`src/rtl/fb_blitter_pkg.sv`:
```
// fb_blitter_pkg: shared constants for the framebuffer fill blitter.
//   - register byte offsets inside the six-word register window
//   - CTRL bit indices (write: START/DONE_CLR/IRQ_EN, read: BUSY/DONE/IRQ_EN)
//   - FSM state enum
package fb_blitter_pkg;

  localparam logic [4:0]  OFF_DST    = 5'h00;
  localparam logic [4:0]  OFF_WIDTH  = 5'h04;
  localparam logic [4:0]  OFF_HEIGHT = 5'h08;
  localparam logic [4:0]  OFF_STRIDE = 5'h0C;
  localparam logic [4:0]  OFF_COLOR  = 5'h10;
  localparam logic [4:0]  OFF_CTRL   = 5'h14;
  localparam logic [31:0] WIN_BYTES  = 32'd24;

  // CTRL write bits
  localparam int CTRL_START  = 0;
  localparam int CTRL_DONE   = 1;  // write 1 clears DONE, read returns DONE
  localparam int CTRL_IRQ_EN = 2;
  // CTRL read bits (DONE and IRQ_EN share the write positions)
  localparam int CTRL_BUSY   = 0;

  typedef enum logic {IDLE = 1'b0, RUN = 1'b1} state_e;

endpackage

```
`src/rtl/fb_blitter_regs.sv`:
```
// fb_blitter_regs: register file and combinational read mux of the blitter.
// Optional feature: FB_BLITTER_IRQ_EN implements the IRQ_EN bit and a
// registered irq = DONE && IRQ_EN; otherwise irq is tied low.
// Ports:
//   clk, reset            clock, synchronous active-high reset
//   bus_addr/wdata/we     CPU store port; bus_rdata combinational read data
//   busy                  FSM is in RUN (locks config and start)
//   start_ack             a start was accepted (clears DONE)
//   done_set              fill finished or empty start (sets DONE)
//   start_req             decoded start request, already gated by !busy
//   dst..color            configuration registers to the FSM
//   irq                   completion interrupt
module fb_blitter_regs
  import fb_blitter_pkg::*;
#(
  parameter logic [31:0] REG_BASE = 32'h0000_2000,
  parameter int          DIM_W    = 10
) (
  input  logic             clk,
  input  logic             reset,
  input  logic [31:0]      bus_addr,
  input  logic [31:0]      bus_wdata,
  input  logic             bus_we,
  output logic [31:0]      bus_rdata,
  input  logic             busy,
  input  logic             start_ack,
  input  logic             done_set,
  output logic             start_req,
  output logic [31:0]      dst,
  output logic [DIM_W-1:0] width,
  output logic [DIM_W-1:0] height,
  output logic [15:0]      stride,
  output logic [31:0]      color,
  output logic             irq
);

  logic [31:0] off;
  logic        in_win;
  logic        cfg_we;
  logic        ctrl_we;
  logic        done_q;
  logic        irq_en;

  // Unsigned subtract: addresses below the base wrap to huge offsets and
  // fall outside the window.
  assign off     = bus_addr - REG_BASE;
  assign in_win  = off < WIN_BYTES;
  assign cfg_we  = bus_we && in_win && !busy;
  assign ctrl_we = bus_we && in_win && (off[4:0] == OFF_CTRL);

  assign start_req = ctrl_we && bus_wdata[CTRL_START] && !busy;

  always_ff @(posedge clk) begin
    if (reset) begin
      dst    <= '0;
      width  <= '0;
      height <= '0;
      stride <= '0;
      color  <= '0;
    end else if (cfg_we) begin
      case (off[4:0])
        OFF_DST:    dst    <= {bus_wdata[31:2], 2'b00};
        OFF_WIDTH:  width  <= bus_wdata[DIM_W-1:0];
        OFF_HEIGHT: height <= bus_wdata[DIM_W-1:0];
        OFF_STRIDE: stride <= bus_wdata[15:0];
        OFF_COLOR:  color  <= bus_wdata;
        default: ;
      endcase
    end
  end

  // Completion beats a simultaneous clear.
  always_ff @(posedge clk) begin
    if (reset)
      done_q <= 1'b0;
    else if (done_set)
      done_q <= 1'b1;
    else if ((ctrl_we && bus_wdata[CTRL_DONE]) || start_ack)
      done_q <= 1'b0;
  end

`ifdef FB_BLITTER_IRQ_EN
  always_ff @(posedge clk) begin
    if (reset) begin
      irq_en <= 1'b0;
      irq    <= 1'b0;
    end else begin
      if (ctrl_we)
        irq_en <= bus_wdata[CTRL_IRQ_EN];
      irq <= done_q && irq_en;
    end
  end
`else
  assign irq_en = 1'b0;
  assign irq    = 1'b0;
`endif

  always_comb begin
    bus_rdata = '0;
    if (in_win) begin
      case (off[4:0])
        OFF_DST:    bus_rdata = dst;
        OFF_WIDTH:  bus_rdata = {{(32-DIM_W){1'b0}}, width};
        OFF_HEIGHT: bus_rdata = {{(32-DIM_W){1'b0}}, height};
        OFF_STRIDE: bus_rdata = {16'h0, stride};
        OFF_COLOR:  bus_rdata = color;
        OFF_CTRL: begin
          bus_rdata[CTRL_BUSY]   = busy;
          bus_rdata[CTRL_DONE]   = done_q;
          bus_rdata[CTRL_IRQ_EN] = irq_en;
        end
        default: bus_rdata = '0;
      endcase
    end
  end

endmodule

```
`src/rtl/fb_blitter.sv`:
```
// fb_blitter: rectangular solid-colour fill engine for the framebuffer.
// Writes COLOR to WIDTH words per row for HEIGHT rows starting at DST,
// advancing STRIDE bytes between row starts. One word per granted beat.
// Optional feature: FB_BLITTER_IRQ_EN (see fb_blitter_regs).
// Ports:
//   clk, reset            clock (CLOCK_50 domain), synchronous active-high reset
//   bus_addr/wdata/we     CPU register store port; bus_rdata read data
//   mem_addr/wdata/we/be  framebuffer write request; mem_gnt accepts a beat
//   irq                   completion interrupt
module fb_blitter
  import fb_blitter_pkg::*;
#(
  parameter logic [31:0] REG_BASE = 32'h0000_2000,
  parameter int          DIM_W    = 10
) (
  input  logic        clk,
  input  logic        reset,
  input  logic [31:0] bus_addr,
  input  logic [31:0] bus_wdata,
  input  logic        bus_we,
  output logic [31:0] bus_rdata,
  output logic [31:0] mem_addr,
  output logic [31:0] mem_wdata,
  output logic        mem_we,
  output logic [3:0]  mem_be,
  input  logic        mem_gnt,
  output logic        irq
);

  state_e           state_q, state_d;
  logic [31:0]      cur_q, row_base_q, next_row;
  logic [DIM_W-1:0] col_q, row_q;
  logic [31:0]      dst, color;
  logic [DIM_W-1:0] width, height;
  logic [15:0]      stride;
  logic             busy, start_req, start_ok, done_set, beat;
  logic             last_col, last_row;

  fb_blitter_regs #(.REG_BASE(REG_BASE), .DIM_W(DIM_W)) u_regs (
    .clk       (clk),
    .reset     (reset),
    .bus_addr  (bus_addr),
    .bus_wdata (bus_wdata),
    .bus_we    (bus_we),
    .bus_rdata (bus_rdata),
    .busy      (busy),
    .start_ack (start_ok),
    .done_set  (done_set),
    .start_req (start_req),
    .dst       (dst),
    .width     (width),
    .height    (height),
    .stride    (stride),
    .color     (color),
    .irq       (irq)
  );

  assign busy      = (state_q == RUN);
  // Config is frozen during RUN, so WIDTH/HEIGHT are nonzero here.
  assign last_col  = (col_q == width  - DIM_W'(1));
  assign last_row  = (row_q == height - DIM_W'(1));
  assign next_row  = row_base_q + {16'h0, stride};
  // COLOR cannot change during RUN, so it drives the data bus directly.
  assign mem_wdata = color;

  always_ff @(posedge clk) begin
    if (reset) state_q <= IDLE;
    else       state_q <= state_d;
  end

  always_comb begin
    state_d  = state_q;
    start_ok = 1'b0;
    done_set = 1'b0;
    beat     = 1'b0;
    mem_we   = 1'b0;
    mem_be   = 4'h0;
    mem_addr = '0;
    case (state_q)
      IDLE: begin
        if (start_req) begin
          if (width != '0 && height != '0) begin
            start_ok = 1'b1;
            state_d  = RUN;
          end else begin
            // Empty rectangle: report done without touching memory.
            done_set = 1'b1;
          end
        end
      end
      RUN: begin
        mem_we   = 1'b1;
        mem_be   = 4'hF;
        mem_addr = cur_q;
        beat     = mem_gnt;
        if (beat && last_col && last_row) begin
          done_set = 1'b1;
          state_d  = IDLE;
        end
      end
      default: state_d = IDLE;
    endcase
  end

  // Address generator: cur walks the row, row_base remembers its start.
  always_ff @(posedge clk) begin
    if (reset) begin
      cur_q      <= '0;
      row_base_q <= '0;
      col_q      <= '0;
      row_q      <= '0;
    end else if (start_ok) begin
      cur_q      <= dst;
      row_base_q <= dst;
      col_q      <= '0;
      row_q      <= '0;
    end else if (beat) begin
      if (!last_col) begin
        col_q <= col_q + DIM_W'(1);
        cur_q <= cur_q + 32'd4;
      end else if (!last_row) begin
        row_q      <= row_q + DIM_W'(1);
        col_q      <= '0;
        row_base_q <= next_row;
        cur_q      <= next_row;
      end
    end
  end

endmodule

```
`config.mk`:
```
export PLATFORM = sky130hd
export DESIGN_NAME = fb_blitter
export DESIGN_NICKNAME = d
export VERILOG_FILES = /design/src/rtl/fb_blitter_pkg.sv /design/src/rtl/fb_blitter_regs.sv /design/src/rtl/fb_blitter.sv
export SDC_FILE = /design/constraint.sdc
export NUM_CORES = 1
export LEC_CHECK = 0
export BUFFER_PORTS_ARGS = -buffer_cell sky130_fd_sc_hd__buf_4
export CAP_MARGIN = 25
export CELL_PAD_IN_SITES_DETAIL_PLACEMENT = 0
export CELL_PAD_IN_SITES_GLOBAL_PLACEMENT = 1
export CORE_ASPECT_RATIO = 1.25
export CORE_MARGIN = 4
export CORE_UTILIZATION = 45
export CTS_BUF_LIST = sky130_fd_sc_hd__clkbuf_4 sky130_fd_sc_hd__clkbuf_8 sky130_fd_sc_hd__clkbuf_16
export DETAILED_ROUTE_END_ITERATION = 16
export GPL_TIMING_DRIVEN = 1
export PLACE_DENSITY_LB_ADDON = 0.1
export SYNTH_ARGS = -nofsm -noshare
export SYNTH_HDL_FRONTEND = slang
export SYNTH_SLANG_ARGS = --single-unit
export TNS_END_PERCENT = 100
```
`constraint.sdc`:
```
create_clock -name clk -period 5.26 [get_ports clk]
set_input_delay 0.526 -clock clk [delete_from_list [all_inputs] [get_ports clk]]
set_output_delay 0.526 -clock clk [all_outputs]
set_load 0.02 [all_outputs]
```
; After elaboration in Yosys (flattened, before gate mapping)
; Index checks and enable logic that the tools add are counted.
[word_totals]
ff_bits = 184
latchBits = 0
ramBits = 0
mem_bits_ro = 0
output_inout_bits = 102
memories = 0
[classes]
addsub = 7
multipliers = 0
div = 0
n_lt_le_gt_ge = 1
eq_ne = 10
n_shift = 0
n_mux = 27
n_bitwise = 2
n_reduce_logical = 27
[op_table]
columns = cell, n
row1 = 32-bit two-way mux, 9
row2 = 29-bit case mux with 5 select lines, 1
row3 = 32-bit by 16-bit adder with 32-bit output, 1
row4 = 32-bit by 3-bit adder with 32-bit output (second input constant), 1
row5 = 32-bit by 5-bit less-than comparator with 1-bit output (second input constant), 1
row6 = 32-bit by 14-bit subtractor with 32-bit output (second input constant), 1
row7 = 10-bit by 1-bit adder with 10-bit output (second input constant), 2
row8 = 10-bit equality test, 2
row9 = 10-bit two-way mux, 2
row10 = 10-bit nonzero test, 2
row11 = 10-bit by 1-bit subtractor with 10-bit output (second input constant), 2
row12 = 3-bit case mux with 6 select lines, 1
row13 = 2-bit AND reduction, 7
row14 = 1-bit two-way mux, 11
row15 = 5-bit by 4-bit equality test with 1-bit output (second input constant), 2
row16 = 5-bit equality test (second input constant), 2
row17 = 1-bit logical AND, 9
row18 = 3-bit AND reduction, 2
row19 = 2-bit nonzero test, 3
row20 = 5-bit by 3-bit equality test with 1-bit output (second input constant), 1
row21 = 5-bit zero test, 1
row22 = 4-bit two-way mux, 1
row23 = 1-bit case mux with 2 select lines, 2
row24 = 3-bit by 2-bit inequality test with 1-bit output (second input constant), 1
row25 = other kinds (6), 7

; Longest topological paths before layout
[depth]
word_depth = 11
mapped_depth = 13
mapped_depth_nobuf = 10

; By module
; A second synthesis with hierarchy kept.
[unflattened]
hier_cells = 1468
area_unflattened_um2 = 12216.7
[modules_own_cells]
columns = mod, n_inst, cells_each, area_per_inst_um2, seq_area_each_um2
row1 = fb_blitter, 1, 935, 7079.3, 1701.6
row2 = fb_blitter_regs, 1, 533, 5137.4, 1981.9

; Worst setup path after synthesis
; No wires, ideal clock.
[synth_timing]
path_type = in2out
startpoint = in bus_addr[21]
endpoint = out bus_rdata[21]
arrival_ns = 3.225
slack_ns = 1.509
stages = 10
n_path_buf = 2
cell_sequence = nor3_2 -> nand4_1 -> a2111oi_0 -> nand4_1 -> or2_2 -> or4b_1 -> a21o_1 -> buf_2 -> buf_2 -> nor2_1
[synth_between]
elab_chain_cells = 3
[synth_rtl]
columns = element, line_no
row1 = from (decl), fb_blitter.sv:18  ; input logic [31:0] bus_addr,
row2 = 32-bit by 14-bit subtractor with 32-bit output, fb_blitter_regs.sv:46  ; assign off = bus_addr - REG_BASE;
row3 = 32-bit by 5-bit less-than comparator with 1-bit output, fb_blitter_regs.sv:47  ; assign in_win = off < WIN_BYTES;
row4 = 32-bit two-way mux, fb_blitter_regs.sv:100  ; if (in_win) begin
row5 = to (decl), fb_blitter.sv:21  ; output logic [31:0] bus_rdata,
; No other way between the ends.

; Worst setup path after layout
[layout_timing]
startpoint = in bus_addr[21]
endpoint = out bus_rdata[8]
; The elaborated chain is that of the path after synthesis.

==> flow_summary.ini <==
[status]
status = finished clean

[worst_hold_path]
hold_depth = 3
hold_class = in -> reg

[clock_tree]
htreeDepth = 4
post_cts_buffers = 0
cts_num_sinks = 184
clk_latency_ns = 0.45
cts_root_buf = clkbuf_16
cts_tree = built
cts_buffers = 17
cts_buffer_depth = 2
clkSlewWorstSetupHoldPaths_ns = 0.08
hold_buffers = 0
cts_resized = 0

[cells_and_area]
synthToLayoutAreaGrowth_pct = 18.2
design_area_sq_um = 12700
antenna_cells = 0
utilization_pct = 54.7
drive_gt1_share_pct = 16.1
layout_commonest_cell = nand2_1
nNetsFinal = 1593
layout_common_cells = nand2_1 (250), dfxtp_1 (184), buf_4 (184)

[pwr]
power_mw = 2.77
p_leak_nw = 4.77
ir_drop_mv = 0.214
power.density_nw_per_um2 = 219

[floorplanning]
die_x_um = 146
ioPinCount = 170
fp-row-count = 62
die_y_um = 181
start_util_pct = 46.3
core-area_sq_um = 23200
dieArea_sq_um = 26400

[yosys]
yosys_warnings = 0
synth.cell_area_sq_um = 10700
syn_inst = 1387
synth.largest_area_cell = dfxtp_1
yosys_register_bits = 184
synth_ff_type = dfxtp_1
synth_nets = 1479
async_flop_share_pct = 0
synth.area.top_cells = dfxtp_1 (34%), nand2_1 (8.7%), a21oi_1 (5.8%)
yosysUniqueCellTypes = 80
ys_seq_area_share_pct = 34.3
synth_edf_count = 0
syn_area_per_cell_sq_um = 7.73
yosys.area.top_type_share_pct = 34.3

[drt]
wirelength_mm = 38.0
post_drt_wl_per_cell_um = 21.1
ant_nets = 0
via_per_inst = 6.02
vias = 10900
drc = 0
drtPass1Iterations = 8
drt_iter0_drc = 924

[placed_design]
port-buffer-count = 168
gp_routability_congestion = 0.938
hpwlAfterDp_mm = 28.2
dpl_cell_area_sq_um = 12100

[sta]
finalCriticalPeriod_ns = 4.41
finClkSkew_ns = 0.0124
rsz0062_at_grt = false
tightest_slew_ns = 1.02
final_max_slew_viol_count = 0
period_share_pct = 83.9
maxSlewHeadroom_pct = 31.8
setup_viol = 0
max_freq_ghz = 0.227
hold_viol_final = 0
finalSetupTns_ns = 0

[critical_path]
startpoint = bus_addr[21]
r2r_end = cur_q[11]
cp.arrival_ns = 3.89
slowest_stage = or4b_1
path_cells = buf_4 > nor3_2 > nand4_1 > a2111oi_0 > nand4_1 > or2_2 > or4b_1 > a21o_1 > a21oi_1 > buf_4
reg2reg_depth = 10
rrSetupSlack_ns = 1.26
r2r_start = u_regs.width[0]
endpoint_kind = output port
cp-endpoint = bus_rdata[8]
crit_required_ns = 4.73
max_stage_delay_ns = 0.56
cp-start-kind = input pin
critical_path.max_fanout = 29
critPathKind = in -> out

[global_routing]
grt_pass1_vias = 10300
antenna_found_initial = 0
grt_max_degree = 63
overflow = 0
grt_pass1_wl_mm = 59.0
grt_usage_pct = 28.0

[job]
drv_cap = 0
-- worst max-delay path, delay by kind of cell --
| family | cells | cell delay [ns] |
|---|---|---|
| AO/OA/AOI/OAI | 3 | 1.42 |
| buffers and inverters | 2 | 0.29 |
| AND/OR/NAND/NOR | 5 | 1.66 |
-- stage by stage --
step | hold slack, ns | worst slack, ns | std cells
after floorplan | 0.422 | 1.51 | 1387
after global placement | 0.430 | 0.973 | 1769
after detailed placement | 0.437 | 0.881 | 1770
after CTS | 0.314 | 0.845 | 1801
after global routing | 0.328 | 0.553 | 1801
final | 0.332 | 0.846 | 1801
-- cells in the mapped netlist, types with 6 or more instances --
cell type and instances:
nand2_1 250, dfxtp_1 184, a21oi_1 125, nor2_1 107, clkbuf_1 64, xnor2_1 53, and2_1 50, nand3_1 44
a22oi_1 40, o21ai_0 34, xor2_1 33, nor3_1 29, a221o_1 28, nand4_1 25, a211oi_1 24, ha_1 23
inv_1 21, and3_1 18, a222oi_1 17, a21o_1 14, or3_1 13, buf_2 12, o211ai_1 12, mux2i_1 11
or2_2 11, nor4_1 10, nand2b_1 9, buf_4 8, a31oi_1 7, a22o_1 6
-- sequential cells by signal, indices dropped and copies added (netlist names) --
register and cells:
u_regs.done_q 1, row_q 10, u_regs.stride 16, busy 1, cur_q 32, u_regs.dst 30, u_regs.height 10, col_q 10
u_regs.color 32, row_base_q 32, u_regs.width 10
-- layer usage --
layer	share of wire, %	routed length [um]	global-route usage [%]
met5	0	0	0
met1	40	15300	33.8
met3	4.6	1740	3.77
met4	5.0	1920	13.6
met2	50	19000	49.0
-- cell type report --
class | instances | area [sq um]
Clock buffer | 18 | 433
Clock inverter | 13 | 125
Fill cell | 2285 | 10500
Inverter | 21 | 78.8
Multi-Input combinational cell | 1092 | 6590
Sequential cell | 184 | 3680
Tap cell | 288 | 360
Timing Repair Buffer | 185 | 1410
-- worst min-delay path by stage --
stage                      to  slack, ns            from
6_report       u_regs.dst[17]       0.33   bus_wdata[17]
5_1_grt        u_regs.dst[19]       0.33   bus_wdata[19]
4_1_cts        u_regs.dst[17]       0.31   bus_wdata[17]
3_5_place_dp   row_base_q[10]       0.44  row_base_q[10]
3_3_place_gp    row_base_q[7]       0.43   row_base_q[7]
2_1_floorplan  row_base_q[10]       0.42  row_base_q[10]
-- report_power, final --
| part | switching [mW] | total (mW) | internal, mW |
|---|---|---|---|
| sequential | 0.000000000301 | 1.39 | 1.39 |
| combinational | 0.0662 | 0.110 | 0.0440 |
| clock | 0.637 | 1.27 | 0.633 |
-- kinds of logic (layout without fill, tap and decap cells) --
group | count (synthesis) | after routing | share of synthesized area (%)
and+or+nand+nor | 601 | 601 | 26.5
adders and majority gates | 24 | 24 | 2.87
DFF | 184 | 184 | 34.3
muxes | 11 | 11 | 1.03
buffers and inverters | 111 | 237 | 4.46
other | 1 | 1 | 0.0350
xor gates and xnor gates | 86 | 86 | 7.02
AOI/OAI and AO/OA | 369 | 369 | 23.7
Power figures use the tool's default switching activity.
